$ cat config.mk
export PLATFORM = sky130hd
export DESIGN_NAME = simproc_ctrl
export DESIGN_NICKNAME = d
export VERILOG_FILES = /design/src/rtl/simproc_ctrl.sv
export SDC_FILE = /design/constraint.sdc
export NUM_CORES = 1
export LEC_CHECK = 0
export ABC_CLOCK_PERIOD_IN_PS = 2300
export CAP_MARGIN = 20
export CORE_MARGIN = 2
export CORE_UTILIZATION = 30
export DETAILED_ROUTE_END_ITERATION = 8
export PLACE_DENSITY = 0.64
export SLEW_MARGIN = 20
export SYNTH_ARGS = -nofsm -noshare
export SYNTH_HDL_FRONTEND = slang
export SYNTH_SLANG_ARGS = --single-unit
$ cat constraint.sdc
create_clock -name clk -period 2.3 [get_ports clk]
set_input_delay 0.69 -clock clk [delete_from_list [all_inputs] [get_ports clk]]
set_output_delay 0.69 -clock clk [all_outputs]
set_load 0.03 [all_outputs]
$ cat src/rtl/simproc_ctrl.sv
// simproc_ctrl: multi-cycle control and register stage of the 8-bit simple
// processor. Owns PC, IR, R0-R3 and the N/Z flags, fetches over a
// single-outstanding req/ack memory port and sequences the external ALU.
// Optional debug access (register peek, single-step out of HALT) is enabled
// by defining SIMPROC_CTRL_DBG_EN.
module simproc_ctrl #(
    parameter logic [7:0] RESET_PC = 8'h00
) (
    input  logic       clk,
    input  logic       rst,
    output logic       mem_req,
    output logic       mem_we,
    output logic [7:0] mem_addr,
    output logic [7:0] mem_wdata,
    input  logic [7:0] mem_rdata,
    input  logic       mem_ack,
    output logic [2:0] alu_op,
    output logic [7:0] alu_a,
    output logic [7:0] alu_b,
    input  logic [7:0] alu_out,
    input  logic       alu_n,
    input  logic       alu_z,
    output logic [7:0] pc,
    output logic       flag_n,
    output logic       flag_z,
    output logic       halted
`ifdef SIMPROC_CTRL_DBG_EN
    ,
    input  logic [1:0] dbg_sel,
    output logic [7:0] dbg_data,
    input  logic       dbg_step
`endif
);

    localparam logic [3:0] OP_LD   = 4'h6;
    localparam logic [3:0] OP_ST   = 4'h7;
    localparam logic [3:0] OP_LDI  = 4'h8;
    localparam logic [3:0] OP_BZ   = 4'h9;
    localparam logic [3:0] OP_BNZ  = 4'hA;
    localparam logic [3:0] OP_BN   = 4'hB;
    localparam logic [3:0] OP_JMP  = 4'hC;
    localparam logic [3:0] OP_HALT = 4'hF;

    typedef enum logic [2:0] {
        S_FETCH,
        S_DECODE,
        S_EXEC,
        S_MEM,
        S_IMM,
        S_HALT
    } state_t;

    state_t     r_state;
    state_t     w_state_next;

    logic [7:0] r_pc;
    logic [7:0] r_ir;
    logic [7:0] r_regs [4];
    logic       r_flag_n;
    logic       r_flag_z;

    logic [3:0] w_opcode;
    logic [1:0] w_rx;
    logic [1:0] w_ry;
    logic [7:0] w_rx_val;
    logic [7:0] w_ry_val;
    logic       w_taken;

    logic [7:0] w_pc_next;
    logic       w_ir_load;
    logic       w_reg_we;
    logic [7:0] w_reg_wdata;
    logic       w_flag_we;

    assign w_opcode = r_ir[3:0];
    assign w_rx     = r_ir[5:4];
    assign w_ry     = r_ir[7:6];
    assign w_rx_val = r_regs[w_rx];
    assign w_ry_val = r_regs[w_ry];

    assign pc     = r_pc;
    assign flag_n = r_flag_n;
    assign flag_z = r_flag_z;
    assign halted = (r_state == S_HALT);

`ifdef SIMPROC_CTRL_DBG_EN
    assign dbg_data = r_regs[dbg_sel];
`endif

    // Branch condition for the immediate-operand instructions.
    always_comb begin
        w_taken = 1'b0;
        case (w_opcode)
            OP_BZ:   w_taken = r_flag_z;
            OP_BNZ:  w_taken = ~r_flag_z;
            OP_BN:   w_taken = r_flag_n;
            OP_JMP:  w_taken = 1'b1;
            default: w_taken = 1'b0;
        endcase
    end

    // State register.
    always_ff @(posedge clk or posedge rst) begin
        if (rst) begin
            r_state <= S_FETCH;
        end else begin
            r_state <= w_state_next;
        end
    end

    // Next-state, datapath write controls and bus/ALU outputs.
    always_comb begin
        w_state_next = r_state;
        w_pc_next    = r_pc;
        w_ir_load    = 1'b0;
        w_reg_we     = 1'b0;
        w_reg_wdata  = '0;
        w_flag_we    = 1'b0;
        mem_req      = 1'b0;
        mem_we       = 1'b0;
        mem_addr     = '0;
        mem_wdata    = '0;
        alu_op       = '0;
        alu_a        = '0;
        alu_b        = '0;

        case (r_state)
            S_FETCH: begin
                mem_req  = 1'b1;
                mem_addr = r_pc;
                if (mem_ack) begin
                    w_ir_load    = 1'b1;
                    w_pc_next    = r_pc + 8'd1;
                    w_state_next = S_DECODE;
                end
            end
            S_DECODE: begin
                case (w_opcode)
                    4'h0, 4'h1, 4'h2, 4'h3, 4'h4, 4'h5:
                        w_state_next = S_EXEC;
                    OP_LD, OP_ST:
                        w_state_next = S_MEM;
                    OP_LDI, OP_BZ, OP_BNZ, OP_BN, OP_JMP:
                        w_state_next = S_IMM;
                    OP_HALT:
                        w_state_next = S_HALT;
                    default:
                        w_state_next = S_FETCH;
                endcase
            end
            S_EXEC: begin
                alu_op       = r_ir[2:0];
                alu_a        = w_rx_val;
                alu_b        = w_ry_val;
                w_reg_we     = 1'b1;
                w_reg_wdata  = alu_out;
                w_flag_we    = 1'b1;
                w_state_next = S_FETCH;
            end
            S_MEM: begin
                mem_req   = 1'b1;
                mem_we    = (w_opcode == OP_ST);
                mem_addr  = w_ry_val;
                mem_wdata = w_rx_val;
                if (mem_ack) begin
                    if (w_opcode == OP_LD) begin
                        w_reg_we    = 1'b1;
                        w_reg_wdata = mem_rdata;
                    end
                    w_state_next = S_FETCH;
                end
            end
            S_IMM: begin
                mem_req  = 1'b1;
                mem_addr = r_pc;
                if (mem_ack) begin
                    if (w_opcode == OP_LDI) begin
                        w_reg_we    = 1'b1;
                        w_reg_wdata = mem_rdata;
                        w_pc_next   = r_pc + 8'd1;
                    end else if (w_taken) begin
                        w_pc_next   = mem_rdata;
                    end else begin
                        w_pc_next   = r_pc + 8'd1;
                    end
                    w_state_next = S_FETCH;
                end
            end
            S_HALT: begin
`ifdef SIMPROC_CTRL_DBG_EN
                if (dbg_step) begin
                    w_state_next = S_FETCH;
                end
`endif
            end
            default: begin
                w_state_next = S_FETCH;
            end
        endcase

        // The state flop already sits in FETCH during reset; masking the bus
        // here drops an outstanding request the moment rst rises.
        if (rst) begin
            mem_req   = 1'b0;
            mem_we    = 1'b0;
            mem_addr  = '0;
            mem_wdata = '0;
        end
    end

    // PC, IR, register file and flag updates.
    always_ff @(posedge clk or posedge rst) begin
        if (rst) begin
            r_pc     <= RESET_PC;
            r_ir     <= '0;
            r_flag_n <= 1'b0;
            r_flag_z <= 1'b0;
            for (int unsigned i = 0; i < 4; i++) begin
                r_regs[i] <= '0;
            end
        end else begin
            r_pc <= w_pc_next;
            if (w_ir_load) begin
                r_ir <= mem_rdata;
            end
            if (w_reg_we) begin
                r_regs[w_rx] <= w_reg_wdata;
            end
            if (w_flag_we) begin
                r_flag_n <= alu_n;
                r_flag_z <= alu_z;
            end
        end
    end

endmodule

## Word level (Yosys, flattened, before mapping)

Memory sizes are Yosys's and may differ from the RTL's.
Cells that the tools add are included.
Widths: inputs -> output; s select.

- Bits in registers: 53
- Input bits: 21
- Bits in writable memories: 0
- Latch bits: 0
- Memories kept: 1
- Memory bits (read-only): 48

Memories:

| name | depth | bits a word | read ports | clocked after Yosys merged registers in | write ports | line | source |
|---|---|---|---|---|---|---|---|
| (name not given) | 16 | 3 | 1 | 0 | 0 | 138 | `case (w_opcode)` |

- Multipliers: 0
- Muxes and demuxes: 42
- $lt $le $gt $ge: 3
- Divide/modulo/power cells: 0
- Reduce and logical (&&, ||, !) cells: 8
- Bitwise operators: 4
- Shift operators: 0
- Equal/unequal tests: 15
- Add/subtract/negate cells: 1

Operator list:

| operator | count |
|---|---|
| $mux 8 | 18 |
| $bmux 8 s2 | 2 |
| $bwmux 32 | 1 |
| $pmux 8 s2 | 2 |
| $pmux 8 s3 | 1 |
| $eq 4x4->1 const B | 5 |
| $demux 8 s2 | 1 |
| $pmux 3 s4 | 1 |
| $mux 1 | 11 |
| $mux 3 | 3 |
| $add 8x1->8 const B | 1 |
| $eq 4x3->1 const B | 2 |
| $eq 3x2->1 const B | 2 |
| $eq 3x3->1 const B | 2 |
| $ge 3x3->1 const B | 2 |
| $not 2->3 | 2 |
| $reduce_and 3->1 | 2 |
| $ne 2x2->1 const B | 2 |
| $pmux 1 s4 | 1 |
| $reduce_or 2->1 | 2 |
| $eq 3x1->1 const B | 1 |
| $logic_not 3->1 | 1 |
| $lt 3x1->1 const B | 1 |
| $pmux 1 s3 | 1 |
| other kinds (5) | 6 |

## Longest topological paths before layout

Gate-level depths: netlist of the first run.

- Word-level depth: 6
- Gate-level depth with buffers: 7

## Worst setup path after synthesis of the first run

OpenSTA, ideal clock, no wires.

- Path type: reg-to-output
- From: reg r_ir[6]
- To: out mem_addr[0]
- Path buffers: 1
- Arrival: 1637 ps
- Cell stages (with the launch flop): 4
- Path slack: -27 ps
- Required time: 1610 ps
- Path through: dfrtp_1 -> clkbuf_1 -> mux4_2 -> a22o_1

- Word-level cells in the longest chain between the ends: 6

Ends and longest elaborated chain:

| element | line | source |
|---|---|---|
| start, declared | 57 | `logic [7:0] r_ir;` |
| start signal, assigned | 224 | `r_ir <= mem_rdata;` |
| $not 2->3 (implied by the code) | 79 | `assign w_ry_val = r_regs[w_ry];` |
| $bmux 8 s2 | 79 |  |
| $mux 8 (implied by the code) (2 in a row) | 79 |  |
| $pmux 8 s2 | 127 | `case (r_state)` |
| $mux 8 | 203 | `if (rst) begin` |
| end, declared | 13 | `output logic [7:0] mem_addr,` |

No other way between the ends. The select of a mux whose other input is x is not followed.

## Worst setup path after layout of the first run

Same ends and word-level chain as after synthesis.

==> results by group, run 1 <==
STA
  – Worst Hold Margin: 0.516 ns
  – Pins Over Slew Limit: 0
  – Min Clock Period, post-route: 2.50 ns
  – Unrepaired setup endpoints after global routing: yes
  – Count of final hold-check violations: 0
  – Maximum clock rate: 400 MHz
  – Finish-stage setup viols: 33
  – Slew margin rel.: 69.3%
  – Final WS setup: -0.199 ns
  – Skew final: 0.00486 ns
  – Worst Max-Slew Pin Slew: 0.461 ns
  – Period utilization: 109%

Worst setup path
  – WS Path Type: flop to output port
  – CP max FO: 5
  – Startpoint Class: flop
  – Critical Path End Type: output port
  – Crit path DAT: 1.81 ns
  – WP data required: 1.61 ns

Logic synthesis
  – Seq cells post-synth: 53
  – Synthesis Warnings: 0
  – Post-synth EDFFs: 0
  – Ys async rst share: 100%
  – Top_reg_cell synth: dfrtp_1
  – Post-Syn Nets: 290
  – Synth cell types: 46
  – Post-synthesis sequential area ratio: 42.9%
  – Synthesized area: 3090 um^2
  – Syn Inst Count: 264
  – Synthesized area per cell: 11.7 um^2

Die
  – Core region area: 10200 um^2
  – Die area: 11100 um^2
  – Die W: 106 um
  – Starting Density: 30.4%
  – # rows: 37
  – Die Height: 106 um
  – I/O pin count: 69

Power
  – Comb pwr share: 59.1%
  – LEAKAGE: 1.88 nW
  – Switch Pwr: 2.57 mW
  – Sw frac: 42.8%
  – VDD IR max: 437 uV
  – Power share of the sequential group: 31.2%
  – Pwr/cell area: 1350 nW/um^2
  – Clock power frac: 9.8%
  – P_int: 3.44 mW

GRT
  – First-pass GRT wire length: 15.2 mm
  – Vias in the first global route: 2628
  – Initial antenna violation count: 0
  – Total GRT Usage: 17.6%
  – Grt total ovfl: 0
  – Largest net degree at the start of global routing: 54

Drt
  – Average wire per standard cell: 18.9 um
  – Vias: 2671
  – DRT Wirelength: 9.39 mm
  – Detail Route Antenna Nets: 0
  – Drt drc: 0
  – Starting DRT DRC Count: 149
  – Initial DRT Pass Iterations: 4
  – Via density: 5.39

Layout
  – Post-Layout Cell Count: 496
  – Synth-to-layout area growth: 44.5%
  – FILL cells: 988
  – Multi-input combinational cell area: 1750 um^2
  – Share of cells above drive strength 1: 41.4%
  – FF+latch area: 1330 um^2
  – Most frequent cells in the layout: 50 x dfrtp_1, 40 x buf_6, 32 x o2bb2ai_1
  – Design area: 4470 um^2
  – Commonest non-fill, non-tap cell in the layout: dfrtp_1
  – Final layout net count: 385
  – ANT cells: 0

Placed design
  – Placer Congestion: 0.799
  – # port buffers: 68
  – Placed inst area: 4020 um^2
  – DP HPWL: 6.66 mm
  – Dpl cells: 480

Job
  – Max Cap Viol: 0

Clock tree
  – Hold Buf Count CTS: 0
  – CTS buffer count: 5
  – Clk Tree Root Cell: clkbuf_8
  – Clock Latency Late Sink: 0.31 ns
  – Clock Pin Slew Worst Setup and Hold Paths: 0.09 ns
  – CTS tree: yes
  – H-tree levels: 2
  – TritonCTS Sinks: 53
  – CTS max path bufs: 2

Outcome
  – Status: finished with violations
  – Failing checks: setup timing

Min path
  – Worst Hold Class: flop to flop
[metrics by stage]
stage               setup TNS [ns]  power (mW)  util, %  setup slack, ns
CTS                          -4.59        6.00     43.3           -0.223
global route                 -5.76        6.39     43.9           -0.251
finish                       -3.88        6.02     43.9           -0.199
floorplan                        0        3.84        -          0.00973
detailed placement          -10.58        5.04     39.5           -0.311
global placement             -9.82        4.99     39.5           -0.297
[cells by family after synthesis]
| kind of cell | share of synthesized area [%] |
|---|---|
| AO/OA/AOI/OAI | 20.3 |
| AND/OR/NAND/NOR | 13.8 |
| flip-flops | 42.9 |
| multiplexers | 16.8 |
| buffers and inverters | 3.88 |
| adder cells (fa/ha/maj) | 2.02 |
| XOR/XNOR | 0.283 |
[area by class of cell]
cell class / count / share of cell area (%)
Sequential cell: 53 / 29.8
Clock inverter: 1 / 0.112
Timing Repair Buffer: 105 / 24.4
Clock buffer: 7 / 2.16
Inverter: 9 / 0.756
Tap cell: 136 / 3.81
Multi-Input combinational cell: 185 / 39.0
[flip-flops by register name (all words and copies together), names as in the netlist]
name     flops
r_regs      32
pc           8
r_ir         8
r_state      3
flag_n       1
flag_z       1
[routing by layer]
layer,track usage [%],routed length (um)
met5,0,0
met4,4.79,128
met3,2.60,473
met2,27.9,4590
met1,25.1,4190
[worst max-delay path: stages, from the launching register on]
cell and delay [ns]:
dfrtp_1 0.39, buf_6 0.16, mux4_2 0.57, a22o_1 0.24, buf_6 0.14
[power by group through the flow]
stage	clock (mW)	combinational, mW	sequential, mW
after floorplan	0	2.04	1.79
after global routing	0.634	3.81	1.95
after global placement	0	3.15	1.84
after detailed placement	0	3.17	1.86
final	0.589	3.55	1.87
after CTS	0.599	3.55	1.86
[synth_stat cells, types with 4 or more instances]
library cell	count	share of area, %
dfrtp_1	53	43
o2bb2ai_1	32	9.1
and2_1	26	5.3
mux4_2	16	12
a22oi_1	13	3.2
nand2_1	11	1.3
inv_1	9	1.1
a22o_1	8	2.3
mux2_2	8	2.9
o21ai_0	8	1.3
mux2i_1	7	2.3
clkbuf_1	6	0.73
ha_1	5	2.0
a21oi_1	4	0.65
and3_1	4	0.81
buf_1	4	0.49
o21bai_1	4	0.97
[worst paths after layout]
kind	slack (ns)	startpoint	end	cells after the start
max	-0.20	r_ir[6]	mem_addr[0]	4
min	0.52	r_regs[15]	r_regs[15]	1
max reg2reg	0.41	r_ir[1]	pc[7]	7
min reg2reg	0.52	r_regs[15]	r_regs[15]	1
max in group asynchronous	1.51	rst	r_regs[18]	3
min in group asynchronous	0.54	rst	r_state[2]	3
[repair_timing]
item | in CTS | in global routing
setup buffers | 4 | 3
pin swaps | 16 | 5
endpoints found under the setup margin | 35 | 48
gates resized for setup | 71 | 7
gates cloned | 1 | 0
No activity file was read; power rests on OpenSTA's default activity.
==> run 2, diff against run 1 <==
--- a/config.mk
+++ b/config.mk
@@ -6,7 +6,7 @@
 export NUM_CORES = 1
 export LEC_CHECK = 0
 export ABC_CLOCK_PERIOD_IN_PS = 2300
-export CAP_MARGIN = 20
+export CAP_MARGIN = 10
 export CORE_MARGIN = 2
 export CORE_UTILIZATION = 30
 export DETAILED_ROUTE_END_ITERATION = 8
==> constraint.sdc (replaced) <==
create_clock -name clk -period 2.3 [get_ports clk]
set_input_delay 0.46 -clock clk [delete_from_list [all_inputs] [get_ports clk]]
set_output_delay 0.46 -clock clk [all_outputs]
set_load 0.02 [all_outputs]
==> results by group, run 2 (same netlist as run 1, synthesis figures left out) <==
Outcome
  – Status: finished with violations
  – Failing checks: setup timing

STA
  – Period utilization: 104%
  – Final WS setup: -0.0871 ns
  – Slew margin rel.: 68.8%
  – Pins Over Slew Limit: 0
  – Worst Max-Slew Pin Slew: 0.467 ns
  – Finish-stage setup viols: 7
  – Skew final: 0.00986 ns
  – Count of final hold-check violations: 0
  – Maximum clock rate: 419 MHz
  – Min Clock Period, post-route: 2.39 ns
  – Unrepaired setup endpoints after global routing: yes

GRT
  – Met1 usage: 22.3%
  – Largest net degree at the start of global routing: 54
  – GR met3 Demand/Resource: 2.54%
  – M2 GR Usage: 28.4%
  – Grt total ovfl: 0
  – Gr busiest metal: met2
  – Vias in the first global route: 2645
  – Initial antenna violation count: 0
  – First-pass GRT wire length: 14.6 mm
  – Total GRT Usage: 17.0%

Placed design
  – Dpl ws: -0.263 ns
  – DP HPWL: 6.63 mm
  – Placer Congestion: 0.841
  – # port buffers: 68

Clock tree
  – CTS max path bufs: 2
  – CTS tree: yes
  – Clock Pin Slew Worst Setup and Hold Paths: 0.10 ns
  – Hold Buf Count CTS: 0
  – TritonCTS Sinks: 53
  – CTS buffer count: 5
  – Clk Tree Root Cell: clkbuf_8
  – H-tree levels: 2
  – Clock Latency Late Sink: 0.31 ns

Drt
  – Drt drc: 0
  – Vias: 2657
  – Initial DRT Pass Iterations: 4
  – Starting DRT DRC Count: 204
  – Via density: 5.39
  – Average wire per standard cell: 19.3 um
  – Detail Route Antenna Nets: 0
  – DRT Wirelength: 9.54 mm

Layout
  – Layout Utilization: 41.3%
  – Top reg by flops: r_regs
  – Final layout net count: 382
  – Max reg flops: 32
  – Most frequent cells in the layout: 50 x dfrtp_1, 32 x o2bb2ai_1, 30 x buf_4
  – Commonest non-fill, non-tap cell in the layout: dfrtp_1
  – Share of cells above drive strength 1: 31.9%
  – FF+latch area: 1330 um^2
  – ANT cells: 0
  – Synth-to-layout area growth: 36.0%
  – FILL cells: 1001
  – Multi-input combinational cell area: 1660 um^2

Power
  – LEAKAGE: 1.81 nW
  – VDD IR max: 718 uV
  – Pwr/cell area: 1370 nW/um^2

Die
  – Die Height: 106 um
  – Starting Density: 30.4%
  – Die W: 106 um
  – # rows: 37
  – I/O pin count: 69
  – Core region area: 10200 um^2
  – Die area: 11100 um^2

Worst setup path
  – Critical Path End Type: output port
  – Crit path DAT: 1.93 ns
  – WS Path Type: flop to output port
  – WP data required: 1.84 ns
  – Startpoint Class: flop
  – CP max FO: 7

Job
  – Max Cap Viol: 0

Min path
  – Worst Hold Class: primary input to async pin
[run 2: where the power goes]
group          internal (mW)  switching (mW)
clock                  0.328           0.325
sequential              1.36           0.516
combinational           1.70            1.54
[run 2: timing repair]
item                                    CTS  global route
gates cloned                              0             1
pin swaps                                 3             8
endpoints found under the hold margin     0             0
endpoints found under the setup margin   38            31
resized for setup                       102            50
setup buffers                             4             4
[run 2: routing by layer]
layer	vias to the layer above	wire length [um]
li1	1202	-
met1	1350	4160
met2	90	4620
met3	15	490
met4	0	267
met5	-	0
[run 2: metrics by stage]
step / area [um^2] / setup TNS, ns / power, mW / std cells / hold slack (ns)
after floorplan: 3090 / 0 / 3.67 / 264 / 0.467
after global placement: 4100 / -3.90 / 4.88 / 476 / 0.483
after detailed placement: 4100 / -4.07 / 4.96 / 476 / 0.492
after CTS: 4200 / -0.299 / 5.61 / 488 / 0.393
after global routing: 4210 / -0.613 / 6.09 / 493 / 0.403
final: 4210 / -0.261 / 5.77 / 493 / 0.387
[run 2: area by class of cell]
class,instances,share of cell area (%)
Timing Repair Buffer,102,21.4
Clock inverter,2,0.922
Inverter,9,0.803
Sequential cell,53,31.6
Tap cell,136,4.04
Multi-Input combinational cell,185,39.5
Clock buffer,6,1.72
[run 2: path summary, 6_finish.rpt]
kind | start | to | slack [ns] | cells after the start
max reg2reg | r_state[1] | pc[7] | 0.29 | 5
max | r_ir[6] | mem_addr[4] | -0.09 | 6
min reg2reg | r_regs[25] | r_regs[25] | 0.52 | 1
min in group clk | r_regs[25] | r_regs[25] | 0.52 | 1
min | rst | r_state[1] | 0.39 | 3
max in group asynchronous | rst | r_ir[4] | 1.66 | 3
[run 2: critical path: stages, from the launching register on]
cell and delay (ns):
dfrtp_1 0.38, buf_12 0.14, buf_6 0.09, mux4_2 0.51, buf_6 0.14, a22o_1 0.23
buf_6 0.13
